**config.mk**
```make
export PLATFORM = sky130hd
export DESIGN_NAME = cpu_fetch_decode
export DESIGN_NICKNAME = d
export VERILOG_FILES = /design/src/rtl/cpu_fetch_decode.sv
export SDC_FILE = /design/constraint.sdc
export NUM_CORES = 1
export LEC_CHECK = 0
export CAP_MARGIN = 40
export CELL_PAD_IN_SITES_DETAIL_PLACEMENT = 0
export CELL_PAD_IN_SITES_GLOBAL_PLACEMENT = 1
export CORE_UTILIZATION = 28
export DETAILED_ROUTE_END_ITERATION = 8
export PLACE_DENSITY = 0.86
export SYNTH_ARGS = -nofsm -noshare
export SYNTH_HDL_FRONTEND = slang
export SYNTH_SLANG_ARGS = --single-unit
```
**constraint.sdc**
```tcl
create_clock -name Clk -period 2 [get_ports Clk]
set_clock_uncertainty 0.1 [all_clocks]
set_input_delay 0.6 -clock Clk [delete_from_list [all_inputs] [get_ports Clk]]
set_output_delay 0.6 -clock Clk [all_outputs]
set_load 0.01 [all_outputs]
```
**src/rtl/cpu_fetch_decode.sv**
```systemverilog
// cpu_fetch_decode: multi-cycle instruction fetch/decode sequencer.
// Owns the PC, sequences a fixed-latency RAM read, latches the fetched word,
// slices the decode fields and hands the instruction downstream over a
// valid/ready handshake with branch redirect, squash and halt.
// Optional macro CPU_FETCH_PERF_EN adds saturating Fetch_Count/Squash_Count.
// DATA_W must be at least 32; decode fields come from Instruction[31:0].
`timescale 1ns/1ps

module cpu_fetch_decode #(
  parameter int unsigned ADDR_W   = 16,
  parameter int unsigned DATA_W   = 32,
  parameter int unsigned MEM_LAT  = 1,
  parameter int unsigned PC_RESET = 0,
  parameter int unsigned PC_STEP  = 1
) (
  input  logic              Clk,
  input  logic              Reset,
  input  logic              Start,
  input  logic              Halt,
  output logic              Mem_Enable,
  output logic              Mem_RW,
  output logic [ADDR_W-1:0] Mem_Address,
  input  logic [DATA_W-1:0] Mem_Data,
  output logic              Inst_Valid,
  input  logic              Inst_Ready,
  input  logic              Branch_Taken,
  input  logic [ADDR_W-1:0] Branch_Target,
  output logic [DATA_W-1:0] Instruction,
  output logic [3:0]        Cond,
  output logic [3:0]        OpCode,
  output logic              S,
  output logic [3:0]        destination,
  output logic [3:0]        source_2,
  output logic [3:0]        source_1,
  output logic [4:0]        IV_ShiftRor,
  output logic [15:0]       IV_Mov,
  output logic [ADDR_W-1:0] PC,
  output logic              Busy
`ifdef CPU_FETCH_PERF_EN
  ,
  output logic [31:0]       Fetch_Count,
  output logic [15:0]       Squash_Count
`endif
);

  localparam int unsigned CNT_W = (MEM_LAT > 1) ? $clog2(MEM_LAT) : 1;

  typedef enum logic [1:0] {
    S_IDLE,
    S_FETCH,
    S_WAIT,
    S_VALID
  } state_t;

  state_t              state, state_n;
  logic [CNT_W-1:0]    cnt, cnt_n;
  logic [ADDR_W-1:0]   pc, pc_n;
  logic [DATA_W-1:0]   instr, instr_n;
  logic                halt_pend, halt_n;

  // State, PC, wait counter, instruction latch and pending-halt flag
  always_ff @(posedge Clk or negedge Reset) begin
    if (!Reset) begin
      state     <= S_IDLE;
      cnt       <= '0;
      pc        <= ADDR_W'(PC_RESET);
      instr     <= '0;
      halt_pend <= 1'b0;
    end else begin
      state     <= state_n;
      cnt       <= cnt_n;
      pc        <= pc_n;
      instr     <= instr_n;
      halt_pend <= halt_n;
    end
  end

  // Next-state logic; a Halt seen while busy is remembered until the
  // presented instruction is accepted (or the read is squashed).
  always_comb begin
    state_n = state;
    cnt_n   = cnt;
    pc_n    = pc;
    instr_n = instr;
    halt_n  = halt_pend;
    case (state)
      S_IDLE: begin
        halt_n = 1'b0;
        if (Start) state_n = S_FETCH;
      end
      S_FETCH: begin
        if (Halt) halt_n = 1'b1;
        cnt_n   = CNT_W'(MEM_LAT - 1);
        state_n = S_WAIT;
      end
      S_WAIT: begin
        if (Halt) halt_n = 1'b1;
        if (Branch_Taken) begin
          pc_n = Branch_Target;
          if (Halt || halt_pend) begin
            state_n = S_IDLE;
            halt_n  = 1'b0;
          end else begin
            state_n = S_FETCH;
          end
        end else if (cnt == '0) begin
          instr_n = Mem_Data;
          pc_n    = pc + ADDR_W'(PC_STEP);
          state_n = S_VALID;
        end else begin
          cnt_n = cnt - 1'b1;
        end
      end
      S_VALID: begin
        if (Halt) halt_n = 1'b1;
        if (Inst_Ready) begin
          if (Branch_Taken) pc_n = Branch_Target;
          if (Halt || halt_pend) begin
            state_n = S_IDLE;
            halt_n  = 1'b0;
          end else begin
            state_n = S_FETCH;
          end
        end
      end
      default: state_n = S_IDLE;
    endcase
  end

  // Outputs and decode slices of the latched word
  always_comb begin
    Mem_Enable  = (state == S_FETCH);
    Mem_RW      = 1'b1;
    Mem_Address = pc;
    Inst_Valid  = (state == S_VALID);
    Busy        = (state != S_IDLE);
    PC          = pc;
    Instruction = instr;
    Cond        = instr[31:28];
    OpCode      = instr[27:24];
    S           = instr[23];
    destination = instr[22:19];
    source_2    = instr[18:15];
    source_1    = instr[14:11];
    IV_ShiftRor = instr[10:6];
    IV_Mov      = instr[18:3];
  end

`ifdef CPU_FETCH_PERF_EN
  logic accept, squash;
  assign accept = (state == S_VALID) && Inst_Ready;
  assign squash = (state == S_WAIT) && Branch_Taken;

  // Saturating accepted-instruction and squashed-read counters
  always_ff @(posedge Clk or negedge Reset) begin
    if (!Reset) begin
      Fetch_Count  <= '0;
      Squash_Count <= '0;
    end else begin
      if (accept && (Fetch_Count != '1))  Fetch_Count  <= Fetch_Count + 1'b1;
      if (squash && (Squash_Count != '1)) Squash_Count <= Squash_Count + 1'b1;
    end
  end
`endif

endmodule

```
# Word-level counts from Yosys, hierarchy flattened
# Cells that the tools add are included.
# op_classes
reduce_logical	9
eq_ne	8
mux	19
bitwise_logic	2
n_addsub	2
# ops
operator	count
two-way mux 16 bit	4
case mux 16 bit (2 select lines)	1
adder 16 x 1 -> 16 bit, second input constant	1
two-way mux 2 bit	4
case mux 2 bit (4 select lines)	1
two-way mux 1 bit	7
AND reduction 3 bit	2
nonzero test 2 bit	3
equality test 2 bit, second input constant	2
!= test 2 x 1 -> 1 bit, second input constant	2
!= test 2 bit, second input constant	2
case mux 1 bit (4 select lines)	1
AND reduction 4 bit	1
!= test 3 bit, second input constant	1
equality test 2 x 1 -> 1 bit, second input constant	1
zero test 2 bit	1
inverter 1 bit	2
case mux 1 bit (2 select lines)	1
AND reduction 2 bit	1
logical OR 1 bit	1
subtractor 1 bit, second input constant	1
# word_totals
elab_cells	45
inputBits	54
regBits	52
out_inout_bits	110

# Depth between registers and ports, before layout
# depth
ltp_word	4
mapped_depth	6
depth_no_buf	5

# Worst setup path before layout
# No wires, ideal clock.
# synth_path
path_type	input port to flip-flop
start	in Branch_Taken
end	reg instr[10], in the netlist Instruction[10]
n_path_buf	1
setup_ps	125
setup_slack_ps	249
required_time_ps	1775
cell_stages	3
arrival_time_ps	1526
cell_sequence	nor3b_2 -> buf_2 -> mux2_2
# synth_via
elab_chain_cells	2
# synth_rtl
item	line	source
from (decl)	26	input logic Branch_Taken,
inverter 1 bit (no line)	--	
AND reduction 3 bit (no line)	--	
to (signal assigned)	73	instr <= instr_n;
to (decl)	58	logic [DATA_W-1:0] instr, instr_n;
# Every way passes these cells.
# A chain may end at the register's enable or synchronous reset.

# Final worst setup path
# layout_path
start	reg pc[14], in the netlist Mem_Address[14]
end	out Mem_Address[14]
# layout_lines
item	line	source
from (decl)	57	logic [ADDR_W-1:0] pc, pc_n;
from (signal assigned)	66	pc <= ADDR_W'(PC_RESET);
from (signal assigned)	72	pc <= pc_n;
to (decl)	22	output logic [ADDR_W-1:0] Mem_Address,
# No word-level cell between the ends.

==> impl_metrics.yaml <==
logic_synthesis:
  syn_area_um2: 2820
  synth_top_area_cell: "dfrtp_1"
  synthArstFlopShare: 1.00
  synthFlopType: "dfrtp_1"
  synth_edf_count: 0
  syn_avg_cell_area_um2: 10.5
  netlist_top_cells_area: "dfrtp_1 (45%), buf_4 (16%), mux2_2 (13%), a21oi_1 (2.7%), nand2_1 (2.0%)"
  yosysTopAreaCellShare: 0.453
  synth_warnings: 0
  syn-num-nets: 323
  synthCells: 268
  synth_common_cells: "buf_4 (60), dfrtp_1 (51), mux2_2 (32)"
  synth_most_common_cell: "buf_4"
  seq_area_frac_synth: 0.453
  yosysUniqueCellTypes: 44
  ys_ff_latch: 51
global_routing:
  grt_usage: 0.144
  overflow: 0
  antenna_found_initial: 1
  grt_max_degree: 52
  grt_pass1_wl_um: 11600
  first_global_vias: 2328
route:
  dr_total_vias: 2493
  drt_wl_total_um: 8140
  ant_nets: 0
  post_drt_wl_per_cell_um: 15.2
  first_pass_iters: 4
  initialDrtViolationCount: 39
  vias_per_cell: 4.64
  post-route-drc-count: 0
finish:
  post-route-util: 0.471
  drive_above_1_share: 0.225
  syn_to_final_growth_pct: 63.4
  antenna_cells: 0
  fin_nets: 458
clocking:
  clock_path_buffers: 2
  cts_tree: "built"
  cts_max_level: 2
  clock-sinks: 51
  numCtsBuffers: 5
  worstSkewPairLatency_ps: 310
  root_buffer: "clkbuf_8"
  cts-hold-fix-buffers: 0
  clk_pin_slew_worst_paths_ps: 100
pwr:
  pwr-share-clk: 0.080
  switchingPower_mw: 2.75
  power_frac_seq: 0.273
  cell_internal_pwr_mw: 4.65
  ir_drop_uv: 621
  netSwitchingFraction: 0.372
  p_leak_nw: 2.20
  p_comb_frac: 0.647
  power_density_nw_per_um2: 1610
critical_path:
  critPathMaxStageDelay_ps: 550
  worst-setup-path-type: "flop to primary output"
  endpoint_kind: "primary output"
  crit_path_start_kind: "flop"
  worstPathRequired_ps: 1300
  worstPathArrival_ps: 1270
  path_cells: "clkdlybuf4s50_1"
  path_delay_family: "buffers and inverters"
  crit_path_max_fanout: 3
  critPathBufInv: 1
  cpMaxStageDelayCell: "clkdlybuf4s50_1"
timing:
  slew_viol_final: 0
  rsz0062_at_grt: "false"
  setup_tns_ps: 0
  period_minus_slack_ps: 1970
  hold_slack_ps: 184
  fmax_mhz: 507
  setup_violations: 0
  hold_viol: 0
  final.period_utilization: 0.986
  worst_slack_ps: 27.1
die:
  die_y_um: 102
  rows: 36
  initial_core_util: 0.289
  dieArea_um2: 10500
  ios: 164
  core_area_um2: 9770
  die_x_um: 102
job:
  cap_violations: 0
placement:
  dp_hpwl_um: 5700
  place_congestion: 0.856
  place_ws_ps: -247
  io_buffers: 162
status:
  status: "completed"
worst_hold_path:
  hold_path.class: "input port to async pin"
## power by group through the flow
stage               Combinational, mW  Clock [mW]  Sequential, mW
floorplan                        2.34           0            2.28
global placement                 4.42           0            2.11
detailed placement               4.50           0            2.16
CTS                              4.79       0.631            2.05
global route                     5.14       0.673            2.11
finish                           4.79       0.596            2.02
## layer usage
| metal | wire [um] | vias up | share of wire | global-route usage |
|---|---|---|---|---|
| li1 | - | 1162 | - | - |
| met1 | 3340 | 1210 | 0.41 | 0.170 |
| met2 | 4060 | 113 | 0.50 | 0.256 |
| met3 | 690 | 6 | 0.085 | 0.0424 |
| met4 | 35 | 2 | 0.0043 | 0.0330 |
| met5 | 13 | - | 0.0016 | 0 |
## flip-flops by register name, indices dropped and copies added, names as in the netlist
signal	count
Instruction	32
state	2
Mem_Address	16
halt_pend	1
## through the flow
stage,instance area (um^2),cells,total power [mW]
2_1_floorplan,2820,268,4.62
3_3_place_gp,4250,506,6.53
3_5_place_dp,4250,506,6.67
4_1_cts,4450,530,7.47
5_1_grt,4610,537,7.92
6_report,4610,537,7.41
## placed cells by master (no fill, tap or decap), types with 9 or more instances in the layout
cell type        instances
clkdlybuf4s50_1        115
dfrtp_1                 44
dlymetal6s2s_1          36
buf_4                   33
mux2_2                  32
nand2_1                 15
a21oi_1                 15
o21ai_0                 10
nor2_1                   9
dlygate4sd2_1            9
## layout make-up
type,instances,area (um^2)
fill,924,5170
timing repair buffer,199,2020
sequential,51,1280
multi-input combinational,143,1040
tap,133,166
clock buffer,6,72.6
clock inverter,2,12.5
inverter,3,11.3
## worst paths after layout
check / start / end / slack (ps) / cells past startpoint
setup / recovery: Mem_Address[14] / Mem_Address[14] / 30 / 1
hold / removal: Reset / Mem_Address[9] / 180 / 2
setup reg to reg: state[0] / Instruction[4] / 150 / 5
hold reg to reg: halt_pend / halt_pend / 410 / 1
max in group asynchronous: Reset / Instruction[12] / 1380 / 2
min in group Clk: halt_pend / halt_pend / 410 / 1
## cells by family (layout without fill, tap and decap cells)
| family | count (synthesis) | in the layout | share of synthesized area |
|---|---|---|---|
| and+or+nand+nor | 57 | 57 | 0.113 |
| DFF | 51 | 51 | 0.453 |
| buffers and inverters | 74 | 210 | 0.182 |
| adders and majority gates | 1 | 1 | 0.00444 |
| AOI/OAI and AO/OA | 51 | 51 | 0.116 |
| other | 1 | 1 | 0.00133 |
| muxes | 33 | 33 | 0.131 |
## repair_timing
item | CTS | global route
pin swaps | 0 | 1
cloned | 0 | 1
resized for setup | 18 | 37
setup buffers | 16 | 6
setup endpoints to repair | 32 | 45
Note: power is estimated with default switching activity, not from simulation.
